==> src/rtl/inert_pkg.sv <==
// Shared definitions for the inertial-sensor SPI responder: FSM states and the
// register map also used by the master-side interface.
package inert_pkg;

  typedef enum logic [1:0] {
    IDLE   = 2'd0,
    CMD    = 2'd1,
    DATA   = 2'd2,
    COMMIT = 2'd3
  } resp_state_t;

  localparam logic [6:0] REG_INT1_CTRL = 7'h0D;
  localparam logic [6:0] REG_WHO       = 7'h0F;
  localparam logic [6:0] REG_CTRL1     = 7'h10;
  localparam logic [6:0] REG_CTRL2     = 7'h11;
  localparam logic [6:0] REG_CTRL6     = 7'h14;
  localparam logic [6:0] REG_PTCH_L    = 7'h22;
  localparam logic [6:0] REG_PTCH_H    = 7'h23;
  localparam logic [6:0] REG_ROLL_L    = 7'h24;
  localparam logic [6:0] REG_ROLL_H    = 7'h25;
  localparam logic [6:0] REG_YAW_L     = 7'h26;
  localparam logic [6:0] REG_YAW_H     = 7'h27;
  localparam logic [6:0] REG_AX_L      = 7'h28;
  localparam logic [6:0] REG_AX_H      = 7'h29;
  localparam logic [6:0] REG_AY_L      = 7'h2A;
  localparam logic [6:0] REG_AY_H      = 7'h2B;

  localparam logic [4:0] FRAME_BITS = 5'd16;

endpackage

==> src/rtl/spi_slv16.sv <==
// 16-bit SPI mode-0 slave front end: input synchronizers, SCLK/SS_n edge detect,
// bit counter, command/write capture and MSB-first read-byte shifter.
module spi_slv16
  import inert_pkg::*;
#(
  parameter int SYNC_STG = 2
) (
  input  logic       clk,
  input  logic       rst_n,
  input  logic       ss_n,
  input  logic       sclk,
  input  logic       mosi,
  input  logic [7:0] tx_data,
  output logic       miso,
  output logic [7:0] cmd,
  output logic [7:0] wr_data,
  output logic       frame_start,
  output logic       addr_vld,
  output logic       frame_ok,
  output logic       frame_abort
);

  logic [SYNC_STG-1:0] ss_sync;
  logic [SYNC_STG-1:0] sclk_sync;
  logic [SYNC_STG-1:0] mosi_sync;
  logic                ss_s, sclk_s, mosi_s;
  logic                ss_d, sclk_d;
  logic                sclk_rise, sclk_fall, ss_fall, ss_rise;
  logic [4:0]          cnt;
  logic [7:0]          rx;
  logic [7:0]          tx;
  logic                tx_act;

  always_ff @(posedge clk or negedge rst_n) begin
    if (!rst_n) begin
      ss_sync   <= '1;
      sclk_sync <= '0;
      mosi_sync <= '0;
      ss_d      <= 1'b1;
      sclk_d    <= 1'b0;
    end else begin
      ss_sync   <= {ss_sync[SYNC_STG-2:0], ss_n};
      sclk_sync <= {sclk_sync[SYNC_STG-2:0], sclk};
      mosi_sync <= {mosi_sync[SYNC_STG-2:0], mosi};
      ss_d      <= ss_s;
      sclk_d    <= sclk_s;
    end
  end

  assign ss_s   = ss_sync[SYNC_STG-1];
  assign sclk_s = sclk_sync[SYNC_STG-1];
  assign mosi_s = mosi_sync[SYNC_STG-1];

  // SCLK edges only count while selected, so stray clocks between frames are ignored.
  assign sclk_rise = sclk_s & ~sclk_d & ~ss_s;
  assign sclk_fall = ~sclk_s & sclk_d & ~ss_s;
  assign ss_fall   = ss_d & ~ss_s;
  assign ss_rise   = ~ss_d & ss_s;

  always_ff @(posedge clk or negedge rst_n) begin
    if (!rst_n) begin
      cnt         <= '0;
      rx          <= '0;
      cmd         <= '0;
      wr_data     <= '0;
      frame_start <= 1'b0;
      addr_vld    <= 1'b0;
      frame_ok    <= 1'b0;
      frame_abort <= 1'b0;
    end else begin
      frame_start <= ss_fall;
      addr_vld    <= sclk_rise && (cnt == 5'd7);
      frame_ok    <= ss_rise && (cnt == FRAME_BITS);
      frame_abort <= ss_rise && (cnt != FRAME_BITS);
      if (ss_fall) begin
        cnt <= '0;
      end else if (sclk_rise && (cnt != 5'd31)) begin
        cnt <= cnt + 5'd1;
      end
      if (sclk_rise) begin
        rx <= {rx[6:0], mosi_s};
      end
      if (sclk_rise && (cnt == 5'd7)) begin
        cmd <= {rx[6:0], mosi_s};
      end
      if (ss_rise) begin
        wr_data <= rx;
      end
    end
  end

  // Read byte is loaded on the 8th fall and shifted on falls 9..15.
  always_ff @(posedge clk or negedge rst_n) begin
    if (!rst_n) begin
      tx     <= '0;
      tx_act <= 1'b0;
    end else if (ss_fall || ss_rise) begin
      tx     <= '0;
      tx_act <= 1'b0;
    end else if (sclk_fall && (cnt == 5'd8)) begin
      tx     <= tx_data;
      tx_act <= 1'b1;
    end else if (sclk_fall && (cnt >= 5'd9) && (cnt <= 5'd15)) begin
      tx <= {tx[6:0], 1'b0};
    end
  end

  assign miso = tx_act & tx[7];

endmodule

==> src/rtl/inert_spi_resp.sv <==
// Inertial-sensor SPI responder: config registers, sample registers, INT and the
// frame FSM. Optional coherent-burst sample holding under INERT_RESP_HOLD_EN.
module inert_spi_resp
  import inert_pkg::*;
#(
  parameter logic [7:0] WHO_AM_I = 8'h6A,
  parameter int         SYNC_STG = 2
) (
  input  logic        clk,
  input  logic        rst_n,
  input  logic        SS_n,
  input  logic        SCLK,
  input  logic        MOSI,
  output logic        MISO,
  output logic        INT,
  input  logic        smpl_vld,
  input  logic [15:0] ptch_in,
  input  logic [15:0] roll_in,
  input  logic [15:0] yaw_in,
  input  logic [15:0] ax_in,
  input  logic [15:0] ay_in,
  output logic        cfg_done,
  output logic [1:0]  fsm_state
);

  // Handshake: smpl_vld is a one-clk strobe with no back-pressure; the *_in buses
  // are only sampled in the cycle smpl_vld is high.

  resp_state_t state, state_nxt;
  logic [7:0]  cmd, wr_data, rd_data;
  logic        frame_start, addr_vld, frame_ok, frame_abort;
  logic [6:0]  addr;
  logic        commit, wr_en, rd_clr;
  logic [7:0]  int1_ctrl, ctrl1, ctrl2, ctrl6;
  logic [3:0]  wr_seen;
  logic [15:0] ptch_q, roll_q, yaw_q, ax_q, ay_q;
  logic [79:0] in_bus, load_src;
  logic        load, cap_q, int_q;

  spi_slv16 #(.SYNC_STG(SYNC_STG)) u_slv (
    .clk         (clk),
    .rst_n       (rst_n),
    .ss_n        (SS_n),
    .sclk        (SCLK),
    .mosi        (MOSI),
    .tx_data     (rd_data),
    .miso        (MISO),
    .cmd         (cmd),
    .wr_data     (wr_data),
    .frame_start (frame_start),
    .addr_vld    (addr_vld),
    .frame_ok    (frame_ok),
    .frame_abort (frame_abort)
  );

  always_ff @(posedge clk or negedge rst_n) begin
    if (!rst_n) state <= IDLE;
    else        state <= state_nxt;
  end

  always_comb begin
    state_nxt = state;
    case (state)
      IDLE:    if (frame_start) state_nxt = CMD;
      CMD: begin
        if (frame_abort)   state_nxt = IDLE;
        else if (addr_vld) state_nxt = DATA;
      end
      DATA: begin
        if (frame_ok)         state_nxt = COMMIT;
        else if (frame_abort) state_nxt = IDLE;
      end
      COMMIT:  state_nxt = IDLE;
      default: state_nxt = IDLE;
    endcase
  end

  assign fsm_state = state;
  assign addr      = cmd[6:0];
  assign commit    = (state == COMMIT);
  assign wr_en     = commit & ~cmd[7];
  assign rd_clr    = commit & cmd[7] & (addr == REG_AY_H);

  always_ff @(posedge clk or negedge rst_n) begin
    if (!rst_n) begin
      int1_ctrl <= '0;
      ctrl1     <= '0;
      ctrl2     <= '0;
      ctrl6     <= '0;
      wr_seen   <= '0;
    end else if (wr_en) begin
      case (addr)
        REG_INT1_CTRL: begin int1_ctrl <= wr_data; wr_seen[0] <= 1'b1; end
        REG_CTRL1:     begin ctrl1     <= wr_data; wr_seen[1] <= 1'b1; end
        REG_CTRL2:     begin ctrl2     <= wr_data; wr_seen[2] <= 1'b1; end
        REG_CTRL6:     begin ctrl6     <= wr_data; wr_seen[3] <= 1'b1; end
        default: ;
      endcase
    end
  end

  assign cfg_done = &wr_seen;

  always_comb begin
    rd_data = 8'h00;
    case (addr)
      REG_INT1_CTRL: rd_data = int1_ctrl;
      REG_WHO:       rd_data = WHO_AM_I;
      REG_CTRL1:     rd_data = ctrl1;
      REG_CTRL2:     rd_data = ctrl2;
      REG_CTRL6:     rd_data = ctrl6;
      REG_PTCH_L:    rd_data = ptch_q[7:0];
      REG_PTCH_H:    rd_data = ptch_q[15:8];
      REG_ROLL_L:    rd_data = roll_q[7:0];
      REG_ROLL_H:    rd_data = roll_q[15:8];
      REG_YAW_L:     rd_data = yaw_q[7:0];
      REG_YAW_H:     rd_data = yaw_q[15:8];
      REG_AX_L:      rd_data = ax_q[7:0];
      REG_AX_H:      rd_data = ax_q[15:8];
      REG_AY_L:      rd_data = ay_q[7:0];
      REG_AY_H:      rd_data = ay_q[15:8];
      default:       rd_data = 8'h00;
    endcase
  end

  assign in_bus = {ptch_in, roll_in, yaw_in, ax_in, ay_in};

`ifdef INERT_RESP_HOLD_EN
  logic        hold, pend;
  logic [79:0] pend_buf;

  // Hold also covers the cycle between capture and INT rising, so no sample slips in.
  assign hold     = int_q | (cap_q & int1_ctrl[1]) | (state != IDLE);
  assign load     = ~hold & (smpl_vld | pend);
  assign load_src = smpl_vld ? in_bus : pend_buf;

  always_ff @(posedge clk or negedge rst_n) begin
    if (!rst_n) begin
      pend     <= 1'b0;
      pend_buf <= '0;
    end else if (smpl_vld && hold) begin
      pend     <= 1'b1;
      pend_buf <= in_bus;
    end else if (!hold) begin
      pend <= 1'b0;
    end
  end
`else
  assign load     = smpl_vld;
  assign load_src = in_bus;
`endif

  always_ff @(posedge clk or negedge rst_n) begin
    if (!rst_n) begin
      ptch_q <= '0;
      roll_q <= '0;
      yaw_q  <= '0;
      ax_q   <= '0;
      ay_q   <= '0;
      cap_q  <= 1'b0;
    end else begin
      cap_q <= load;
      if (load) {ptch_q, roll_q, yaw_q, ax_q, ay_q} <= load_src;
    end
  end

  // A capture landing in the same cycle as the AY_H clear keeps INT set.
  always_ff @(posedge clk or negedge rst_n) begin
    if (!rst_n)                       int_q <= 1'b0;
    else if (cap_q && int1_ctrl[1])   int_q <= 1'b1;
    else if (rd_clr)                  int_q <= 1'b0;
  end

  assign INT = int_q;

endmodule

==> config.mk <==
export PLATFORM = sky130hd
export DESIGN_NAME = inert_spi_resp
export DESIGN_NICKNAME = d
export VERILOG_FILES = /design/src/rtl/inert_pkg.sv /design/src/rtl/spi_slv16.sv /design/src/rtl/inert_spi_resp.sv
export SDC_FILE = /design/constraint.sdc
export NUM_CORES = 1
export LEC_CHECK = 0
export CAP_MARGIN = 30
export CORE_ASPECT_RATIO = 1.2
export CORE_MARGIN = 4
export CORE_UTILIZATION = 51
export DETAILED_ROUTE_END_ITERATION = 16
export GPL_TIMING_DRIVEN = 0
export PLACE_DENSITY_LB_ADDON = 0.05
export RECOVER_POWER = 100
export SYNTH_ARGS = -nofsm -noshare
export SYNTH_HDL_FRONTEND = slang
export SYNTH_SLANG_ARGS = --single-unit
==> constraint.sdc <==
create_clock -name clk -period 2.22 [get_ports clk]
set_clock_uncertainty 0.2 [all_clocks]
set_input_delay 0.444 -clock clk [delete_from_list [all_inputs] [get_ports clk]]
set_output_delay 0.444 -clock clk [all_outputs]
set_load 0.005 [all_outputs]
==> out/qor.yml, run 1 <==
grt_pass1_wl_um: 33670
critical_path_peak_fanout: 5
tritoncts.num_buffers: 17
tightest_slew_ns: 1.016
synth_cell_types: 64
io-pin-count: 91
totalPowerFinal_w: 0.007437
cellPowerDensity_nw_per_um2: 735.2
worstReg2RegEnd: "u_slv.tx[7]"
die_w_um: 120.3
drc: 0
cts_max_level: 4
hold_viol: 0
final_antenna_net_count: 0
wire_per_inst_um: 22.25
first_global_vias: 5976
hp-class: "register to register"
irDropWorstVdd_mv: 0.4941
area_growth_syn_to_layout_pct: 31.04
cts_tree: "built"
cts-root-buf: "clkbuf_16"
syn_area_um2: 7720
drt_iter0_drc: 351
multi_input_area_um2: 3598
final_cell_mix: "166 x dfrtp_1, 132 x mux2_2, 84 x clkdlybuf4s50_1, 42 x nand2_1, 26 x buf_4"
r2r_start: "u_slv.cmd[2]"
min_period_ns: 2.302
max_cap_violations: 0
grt_overflow: 0
ff_latch_area_um2: 4259
antenna_found_initial: 0
rows: 49
nets: 849
diodes: 0
clk_pin_slew_worst_paths_ns: 0.07
start_util_pct: 51.82
final_cells: 973
synth_async_sr_flop_share_pct: 100.0
yosysTopAreaCellShare_pct: 54.13
synth_seq_cells: 170
placed_cells: 919
violations: "negative setup slack"
viasPerCell: 5.866
fin_ws_ns: -0.08230
ys_seq_area_share_pct: 55.15
post-route-period-util_pct: 103.7
yosys_warnings: 0
fin_tns_setup_ns: -0.2584
synth-edff-count: 0
timing.fmax_mhz: 434.3
leakage_nw: 4.275
hold_depth: 0
cp.required_ns: 2.33
wl_um: 21650
status: "finished, violations left"
cp.arrival_ns: 2.41
setup_violations: 8
ff2ff_setup_slack_ns: -0.08
numPortBuffers: 90
gp_congestion: 0.9494
hold_path_end: "u_slv.mosi_sync[1]"
min_from: "u_slv.mosi_sync[0]"
fillers: 1138
clock_latency_ns: 0.43
syn_nets: 717
end_kind: "register"
clockBufferDepth: 2
dr.pass1.iters: 5
layout_commonest_cell: "dfrtp_1"
gr-usage-all-layers_pct: 25.84
drive_above_1_share_pct: 35.63
crit_type: "register to register"
synth.area.top_cells: "dfrtp_1 54%, mux2_2 19%, mux2i_1 2.2%"
num_vias: 5708
cts_sinks: 170
relSlewSlack_pct: 32.29
yosys.area.top_type: "dfrtp_1"
synthFlopType: "dfrtp_1"
grt_max_degree: 96
rsz0062_at_grt: "true"
die_area_um2: 17180
timing.hold.ws_ns: 0.1507
core_um2: 14900
hpwlAfterDp_um: 15340
netlist_instances: 624
syn_area_per_cell_um2: 12.37
drv_slew: 0
chipHeight_um: 142.8
reg2regPathDepth: 8
cp-start-kind: "register"
## worst max-delay path by stage
stage / from / endpoint / depth (start not counted)
2_1_floorplan: u_slv.cnt[0] / u_slv.cnt[3] / 7
3_3_place_gp: rst_n / ptch_q[14] / 1
3_5_place_dp: u_slv.cmd[1] / u_slv.tx[3] / 8
4_1_cts: u_slv.cmd[2] / u_slv.tx[6] / 8
5_1_grt: u_slv.cnt[1] / u_slv.tx[3] / 8
6_report: u_slv.cmd[2] / u_slv.tx[7] / 8
## layout make-up
cell class	count	share of cell area, %
flip-flops and latches	170	42.10
multi-input cells	407	35.57
repair buffers	118	11.16
clock buffers	19	4.477
well taps	204	2.523
plain buffers	30	2.164
clock inverters	13	1.558
inverters	12	0.4453
## per-stage QoR
stage / utilization [%] / instance area [um2] / worst slack (ns)
global route: 67.90 / 10120 / -0.1287
floorplan: - / 7726 / 0.1065
detailed placement: 59.84 / 8915 / -0.7701
finish: 67.90 / 10120 / -0.08230
global placement: 59.62 / 8882 / -5.998
CTS: 67.01 / 9983 / -0.02234
## power by group
part | switching [W] | internal, W | total (W)
combinational | 0.000269 | 0.000436 | 0.000704
clock | 0.00131 | 0.00175 | 0.00306
sequential | 0.000279 | 0.00339 | 0.00367
## cell usage after synthesis (4+ instances only)
master	instances
a32oi_1	7
mux2_2	133
nand4_1	6
nor3b_1	4
o21ai_0	26
or2_2	4
nand2_1	43
buf_2	15
nor3_1	7
nand3_1	14
clkbuf_1	19
a21oi_1	15
a22oi_1	8
a31oi_1	6
nor2b_1	7
o41ai_1	4
mux2i_1	17
and2_1	5
o22ai_1	4
o21ai_1	5
o31ai_1	5
inv_1	11
ha_1	7
dfrtp_1	167
nor2_1	20
## cell families (layout without fill, tap and decap cells)
| group | count (synthesis) | count (layout) | synth area share [%] |
|---|---|---|---|
| flops | 170 | 170 | 55.15 |
| simple gates | 139 | 139 | 9.433 |
| mux | 151 | 151 | 21.90 |
| buf+inv | 47 | 192 | 2.577 |
| compound gates | 106 | 106 | 9.352 |
| fa+ha+maj | 7 | 7 | 1.134 |
| xor+xnor | 4 | 4 | 0.4539 |
## state kept, by name (all words and copies together), names as in the netlist, 4 cells and up
| name | flops |
|---|---|
| ctrl1 | 8 |
| yaw_q | 16 |
| int1_ctrl | 8 |
| ctrl2 | 8 |
| u_slv.rx | 8 |
| u_slv.cmd | 8 |
| u_slv.cnt | 5 |
| roll_q | 16 |
| u_slv.wr_data | 8 |
| ctrl6 | 8 |
| ax_q | 16 |
| ptch_q | 16 |
| wr_seen | 4 |
| u_slv.tx | 8 |
| ay_q | 16 |
## repair_timing
action,in CTS,in global routing
setup buffers,17,7
setup endpoints to repair,56,36
endpoints found under the hold margin,75,0
pin swaps,20,13
hold buffers,1,0
gates cloned,1,1
gates resized for setup,82,24
## critical path, stage by stage (launching register included)
cell	delay, ns
dfrtp_1	0.44
buf_4	0.16
nand2_1	0.24
nor4_4	0.08
buf_4	0.15
a22o_1	0.22
a221o_1	0.36
o21ai_2	0.21
a31oi_1	0.12
## per-layer routing
layer,global-route usage [%],up-vias,share of wire [%]
met1,33.39,2942,42
met3,4.002,40,4.1
met5,0,-,0
met4,10.26,0,3.3
li1,-,2547,-
met2,44.02,179,51
Note: power is estimated with default switching activity, not from simulation.
==> run 2, diff against run 1 <==
--- a/config.mk
+++ b/config.mk
@@ -8,8 +8,9 @@
 export CAP_MARGIN = 30
 export CORE_ASPECT_RATIO = 1.2
 export CORE_MARGIN = 4
-export CORE_UTILIZATION = 51
+export CORE_UTILIZATION = 45
 export DETAILED_ROUTE_END_ITERATION = 16
+export GPL_ROUTABILITY_DRIVEN = 0
 export GPL_TIMING_DRIVEN = 0
 export PLACE_DENSITY_LB_ADDON = 0.05
 export RECOVER_POWER = 100
==> constraint.sdc (replaced) <==
create_clock -name clk -period 2.7 [get_ports clk]
set_clock_uncertainty 0.2 [all_clocks]
set_input_delay 0.54 -clock clk [delete_from_list [all_inputs] [get_ports clk]]
set_output_delay 0.54 -clock clk [all_outputs]
set_load 0.005 [all_outputs]
==> run 2 against run 1 <==
Net effect:
- final area shrank 5.0%
- the flow now finishes without violations
- register-to-register slack better by 0.16 ns
- clock power fell by 16%
- critical path type unchanged
==> out/qor.yml, run 2 (same netlist as run 1, synthesis figures left out) <==
crit_type: "register to register"  # unchanged
grt_max_degree: 91  # was 96
critPathSlowestCell: "o41ai_2"  # was dfrtp_1
die_w_um: 127.6  # was 120.3 um
cp-start-kind: "register"  # unchanged
num_vias: 5622  # was 5,708
hold_viol: 0  # unchanged
numPortBuffers: 90  # unchanged
dr.pass1.iters: 4  # was 5
hp-class: "register to register"  # unchanged
area_growth_syn_to_layout_pct: 24.46  # was 31.04%
grtUsageMet2_pct: 36.51  # was 44.02%
cellPowerDensity_nw_per_um2: 639.3  # was 735.2 nW/um2
clockBufferDepth: 2  # unchanged
grt_pass1_wl_um: 32260  # was 33,670 um
hpwlAfterDp_um: 15130  # was 15,340 um
dp_slack_ns: -0.1967  # was -0.7701 ns
cts_sinks: 170  # unchanged
ff2ff_setup_slack_ns: 0.08  # was -0.08 ns
timing.fmax_mhz: 381.7  # was 434.3 MHz
grt_busiest_layer: "met2"  # unchanged
cts_setup_buffers: 0  # was 17
relSlewSlack_pct: 25.80  # was 32.29%
post-route-period-util_pct: 97.04  # was 103.7%
met1_usage_pct: 28.92  # was 33.39%
critical_path_peak_fanout: 10  # was 5
die_area_um2: 19320  # was 17,180 um2
rows: 52  # was 49
chipHeight_um: 151.5  # was 142.8 um
io-pin-count: 91  # unchanged
postLayoutCellArea_um2: 9608  # was 10,120 um2
critPathMaxStageDelay_ns: 0.47  # was 0.44 ns
end_kind: "register"  # unchanged
wl_um: 20560  # was 21,650 um
tritoncts.num_buffers: 17  # unchanged
cts_tree: "built"  # unchanged
first_global_vias: 5771  # was 5,976
drc: 0  # unchanged
core_um2: 16850  # was 14,900 um2
nets: 828  # was 849
drt_iter0_drc: 404  # was 351
fin_tns_setup_ns: 0  # was -0.2584 ns
setup_violations: 0  # was 8
clock_latency_ns: 0.43  # about the same
use_met3_pct: 3.997  # was 4.002%
diodes: 0  # unchanged
status: "completed"  # was finished, violations left
rsz0062_at_grt: "false"  # was true
cts_max_level: 4  # unchanged
totalPowerFinal_w: 0.006143  # was 0.007437 W
crit_top_cell: "nor2_1"  # was buf_4
clk_pin_slew_worst_paths_ns: 0.06  # was 0.07 ns
final_antenna_net_count: 0  # unchanged
max_cap_violations: 0  # unchanged
drv_slew: 0  # unchanged
cp.required_ns: 2.79  # was 2.33 ns
wire_per_inst_um: 21.35  # was 22.25 um
dpl_cell_area_um2: 8924  # was 8915 um2
cp_cell_sequence: "clkbuf_4 > buf_6 > mux2i_1 > nor2_1 > a221oi_1 > nor2_1 > o41ai_2 > a21oi_1"  # was buf_4 > nand2_1 > nor4_4 > buf_4 > a22o_1 > a221o_1 > o21ai_2 > a31oi_1
grt_overflow: 0  # unchanged
cts-root-buf: "clkbuf_16"  # unchanged
start_util_pct: 45.81  # was 51.82%
final_cell_mix: "167 x dfrtp_1, 132 x mux2_2, 80 x clkdlybuf4s50_1, 43 x nand2_1, 26 x o21ai_0"  # was 166 x dfrtp_1, 132 x mux2_2, 84 x clkdlybuf4s50_1, 42 x nand2_1, 26 x buf_4
tightest_slew_ns: 1.113  # was 1.016 ns
fin_ws_ns: 0.07986  # was -0.08230 ns
leakage_nw: 4.109  # was 4.275 nW
gr-usage-all-layers_pct: 22.10  # was 25.84%
layout_commonest_cell: "dfrtp_1"  # unchanged
viasPerCell: 5.838  # was 5.866
drive_above_1_share_pct: 26.64  # was 35.63%
cp.arrival_ns: 2.71  # was 2.41 ns
antenna_found_initial: 0  # unchanged
min_period_ns: 2.620  # was 2.302 ns
irDropWorstVdd_mv: 0.4223  # was 0.4941 mV
==> run 2: cell count changes in the layout (fill, tap and decap cells not counted), sizes merged <==
cell	previous run	this run
clkbuf	37	44
inv	17	13
dlygate4sd3	6	10
bufinv	2	4
clkdlybuf4s50	84	80
buf	40	13
==> run 2: area by class of cell <==
class,instances,area (um2)
tap,216,270.3
inverter,12,45.04
sequential,170,4258
buffer,35,173.9
clock inverter,11,170.2
clock buffer,20,446.7
timing repair buffer,92,935.9
fill,1425,7243
multi-input combinational,407,3308
==> run 2: where the power goes <==
part | internal [W] | leakage [nW] | switching [W] | total, W
registers | 0.00279 | 2.14 | 0.000226 | 0.00302
clock network | 0.00157 | 0.292 | 0.000996 | 0.00256
logic | 0.000346 | 1.68 | 0.000216 | 0.000562
==> run 2: critical path, delay by kind of cell (launching register included) <==
kind | cells | cell delay, ns
compound gates | 3 | 0.92
simple gates | 2 | 0.18
buf+inv | 2 | 0.53
flops | 1 | 0.41
mux | 1 | 0.26
==> run 2: final timing paths <==
path | start | end | cells past startpoint
max reg2reg | u_slv.cmd[1] | u_slv.tx[3] | 8
min reg2reg | u_slv.sclk_sync[0] | u_slv.sclk_sync[1] | 0
max in group asynchronous | rst_n | ptch_q[15] | 3
min | u_slv.sclk_sync[0] | u_slv.sclk_sync[1] | 0
min in group asynchronous | rst_n | u_slv.cnt[2] | 2
max | u_slv.cmd[1] | u_slv.tx[3] | 8
==> run 2: per-layer routing <==
layer / wire, um / part of all wire [%] / up-vias
li1: - / - / 2506
met1: 8457 / 41 / 2844
met2: 10310 / 50 / 224
met3: 1071 / 5.2 / 48
met4: 725 / 3.5 / 0
met5: 0 / 0 / -
==> run 2: per-stage QoR <==
step / std cells / util [%] / hold WS [ns]
after floorplan: 624 / - / 0.04441
after global placement: 930 / 52.76 / 0.1361
after detailed placement: 931 / 52.96 / 0.1419
after CTS: 963 / 56.82 / 0.1562
after global routing: 963 / 57.02 / 0.1585
final: 963 / 57.02 / 0.1539
==> run 2: repair_timing <==
action,4_1_cts,5_1_grt
pin swaps,0,0
hold buffers,1,0
gates resized for setup,7,9
endpoints found under the setup margin,18,15
hold endpoints to repair,80,0
==> run 3, diff against run 2 <==
--- a/config.mk
+++ b/config.mk
@@ -9,9 +9,12 @@
 export CORE_ASPECT_RATIO = 1.2
 export CORE_MARGIN = 4
 export CORE_UTILIZATION = 45
+export CTS_BUF_LIST = sky130_fd_sc_hd__clkbuf_4
+export CTS_CLUSTER_DIAMETER = 50
 export DETAILED_ROUTE_END_ITERATION = 16
 export GPL_ROUTABILITY_DRIVEN = 0
 export GPL_TIMING_DRIVEN = 0
+export MAX_ROUTING_LAYER = met4
 export PLACE_DENSITY_LB_ADDON = 0.05
 export RECOVER_POWER = 100
 export SYNTH_ARGS = -nofsm -noshare
==> run 3 against run 2 <==
Net effect:
- worst setup slack better by 0.010 ns
- largest power group unchanged
- critical endpoint unchanged
- critical path type unchanged
- clock-buffer cell count is 1 lower
- wire length is 0.31% lower
- largest cell class unchanged
==> out/qor.yml, run 3 (same netlist as run 1, synthesis figures left out) <==
status: "completed"  # unchanged
swShare_pct: 25.30  # was 23.41%
timing.fmax_mhz: 383.2  # was 381.7 MHz
grt_overflow: 0  # unchanged
max_cap_violations: 0  # unchanged
numPortBuffers: 90  # unchanged
nets: 828  # unchanged
final_cells: 964  # was 963
num_vias: 5571  # was 5,622
layout_commonest_cell: "dfrtp_1"  # unchanged
rsz0062_at_grt: "false"  # unchanged
p_sw_w: 0.001313  # was 0.001438 W
hold_viol: 0  # unchanged
hpwlAfterDp_um: 15130  # unchanged
post-route-period-util_pct: 96.66  # was 97.04%
wl_um: 20500  # was 20,560 um
multi_input_area_um2: 3319  # was 3308 um2
setup_violations: 0  # unchanged
cp-start-kind: "register"  # unchanged
chipHeight_um: 151.5  # unchanged
cts_sinks: 170  # unchanged
clk_pin_slew_worst_paths_ns: 0.14  # was 0.06 ns
cp.arrival_ns: 2.85  # was 2.71 ns
final_cell_mix: "167 x dfrtp_1, 133 x mux2_2, 80 x clkdlybuf4s50_1, 43 x nand2_1, 26 x o21ai_0"  # was 167 x dfrtp_1, 132 x mux2_2, 80 x clkdlybuf4s50_1, 43 x nand2_1, 26 x o21ai_0
postLayoutCellArea_um2: 9301  # was 9608 um2
drc: 0  # unchanged
grt_pass1_wl_um: 32220  # was 32,260 um
cts-root-buf: "clkbuf_4"  # was clkbuf_16
tightest_slew_ns: 1.086  # was 1.113 ns
hp-class: "register to register"  # unchanged
drive_above_1_share_pct: 27.18  # was 26.64%
cts_tree: "built"  # unchanged
area_growth_syn_to_layout_pct: 20.49  # was 24.46%
tritoncts.num_buffers: 17  # unchanged
placed_cells: 931  # unchanged
final_antenna_net_count: 0  # unchanged
power.share.clock_pct: 31.3  # was 41.8%
p_int_w: 0.003877  # was 0.004705 W
drv_slew: 0  # unchanged
drt_iter0_drc: 412  # was 404
comb_power_share_pct: 10.7  # was 9.2%
critical_path_peak_fanout: 10  # unchanged
irDropWorstVdd_mv: 0.2869  # was 0.4223 mV
dpl_cell_area_um2: 8924  # unchanged
gr-usage-all-layers_pct: 22.67  # was 22.10%
relSlewSlack_pct: 27.58  # was 25.80%
power.share.sequential_pct: 58.0  # was 49.1%
io-pin-count: 91  # unchanged
min_period_ns: 2.610  # was 2.620 ns
wire_per_inst_um: 21.27  # was 21.35 um
ff_latch_area_um2: 4258  # unchanged
cts_setup_buffers: 0  # unchanged
die_area_um2: 19320  # unchanged
grt_max_degree: 91  # unchanged
cts_max_level: 4  # unchanged
rows: 52  # unchanged
antenna_found_initial: 1  # was 0
core_um2: 16850  # unchanged
end_kind: "register"  # unchanged
first_global_vias: 5741  # was 5,771
start_util_pct: 45.81  # unchanged
fillers: 1456  # was 1,425
dr.pass1.iters: 5  # was 4
clockBufferDepth: 2  # unchanged
clock_latency_ns: 0.56  # was 0.43 ns
viasPerCell: 5.779  # was 5.838
ff2ff_setup_slack_ns: 0.09  # was 0.08 ns
cellPowerDensity_nw_per_um2: 558.1  # was 639.3 nW/um2
totalPowerFinal_w: 0.005191  # was 0.006143 W
die_w_um: 127.6  # unchanged
cp.required_ns: 2.94  # was 2.79 ns
crit_type: "register to register"  # unchanged
leakage_nw: 3.975  # was 4.109 nW
run 3: cell types whose count changed in the layout (fill, tap and decap cells not counted), sizes merged:
cell,previous run,this run
buf,13,15
clkinv,3,4
diode,0,1
clkbuf,44,41
run 3: per-layer routing:
metal | vias to the layer above | part of all wire, % | GRT usage [%]
li1 | 2504 | - | -
met1 | 2828 | 42 | 29.10
met2 | 187 | 50 | 36.51
met3 | 52 | 4.2 | 3.191
met4 | 0 | 3.8 | 9.281
met5 | - | 0 | -
run 3: worst max-delay path, stage by stage, from the launching register on:
cell and delay (ns):
dfrtp_1 0.45, buf_4 0.25, buf_4 0.28, mux2i_1 0.26
nor2_1 0.07, a221oi_1 0.31, nor2_1 0.10, o41ai_2 0.45
a21oi_1 0.13
run 3: through the flow:
stage               worst slack, ns  setup TNS (ns)  hold WS (ns)  util, %
floorplan                    0.3390               0       0.04441        -
global route                0.01487               0        0.1723    55.20
detailed placement          -0.1967          -1.121        0.1419    52.96
finish                      0.09017               0        0.1643    55.20
CTS                         0.01645               0        0.1289    55.06
global placement             -5.817         -980.70        0.1361    52.76
run 3: worst paths after layout:
kind | startpoint | to | depth (start not counted)
max | u_slv.cmd[1] | u_slv.tx[3] | 8
min | u_slv.ss_sync[0] | u_slv.ss_sync[1] | 0
max reg2reg | u_slv.cmd[1] | u_slv.tx[3] | 8
min reg2reg | u_slv.ss_sync[0] | u_slv.ss_sync[1] | 0
max in group asynchronous | rst_n | yaw_q[10] | 3
min in group asynchronous | rst_n | u_slv.cnt[2] | 2
run 3: final cells by class:
type | instances | area share [%]
diodes | 1 | 0.02690
plain buffers | 35 | 1.829
clock buffers | 19 | 1.533
repair buffers | 92 | 9.887
well taps | 216 | 2.906
clock inverters | 12 | 1.870
flip-flops and latches | 170 | 45.78
multi-input cells | 407 | 35.69
inverters | 12 | 0.4843
run 3: repair_timing:
item,4_1_cts,5_1_grt
pin swaps,0,0
hold buffers,1,0
hold endpoints to repair,80,0
gates resized for setup,8,9
setup endpoints to repair,18,21
run 3: power by group through the flow:
stage,combinational [W],sequential [W],clock (W)
2_1_floorplan,0.000314,0.00296,0
3_3_place_gp,0.000544,0.00305,0
5_1_grt,0.000614,0.00305,0.00177
4_1_cts,0.000575,0.00301,0.00168
3_5_place_dp,0.000573,0.00306,0
6_report,0.000557,0.00301,0.00162
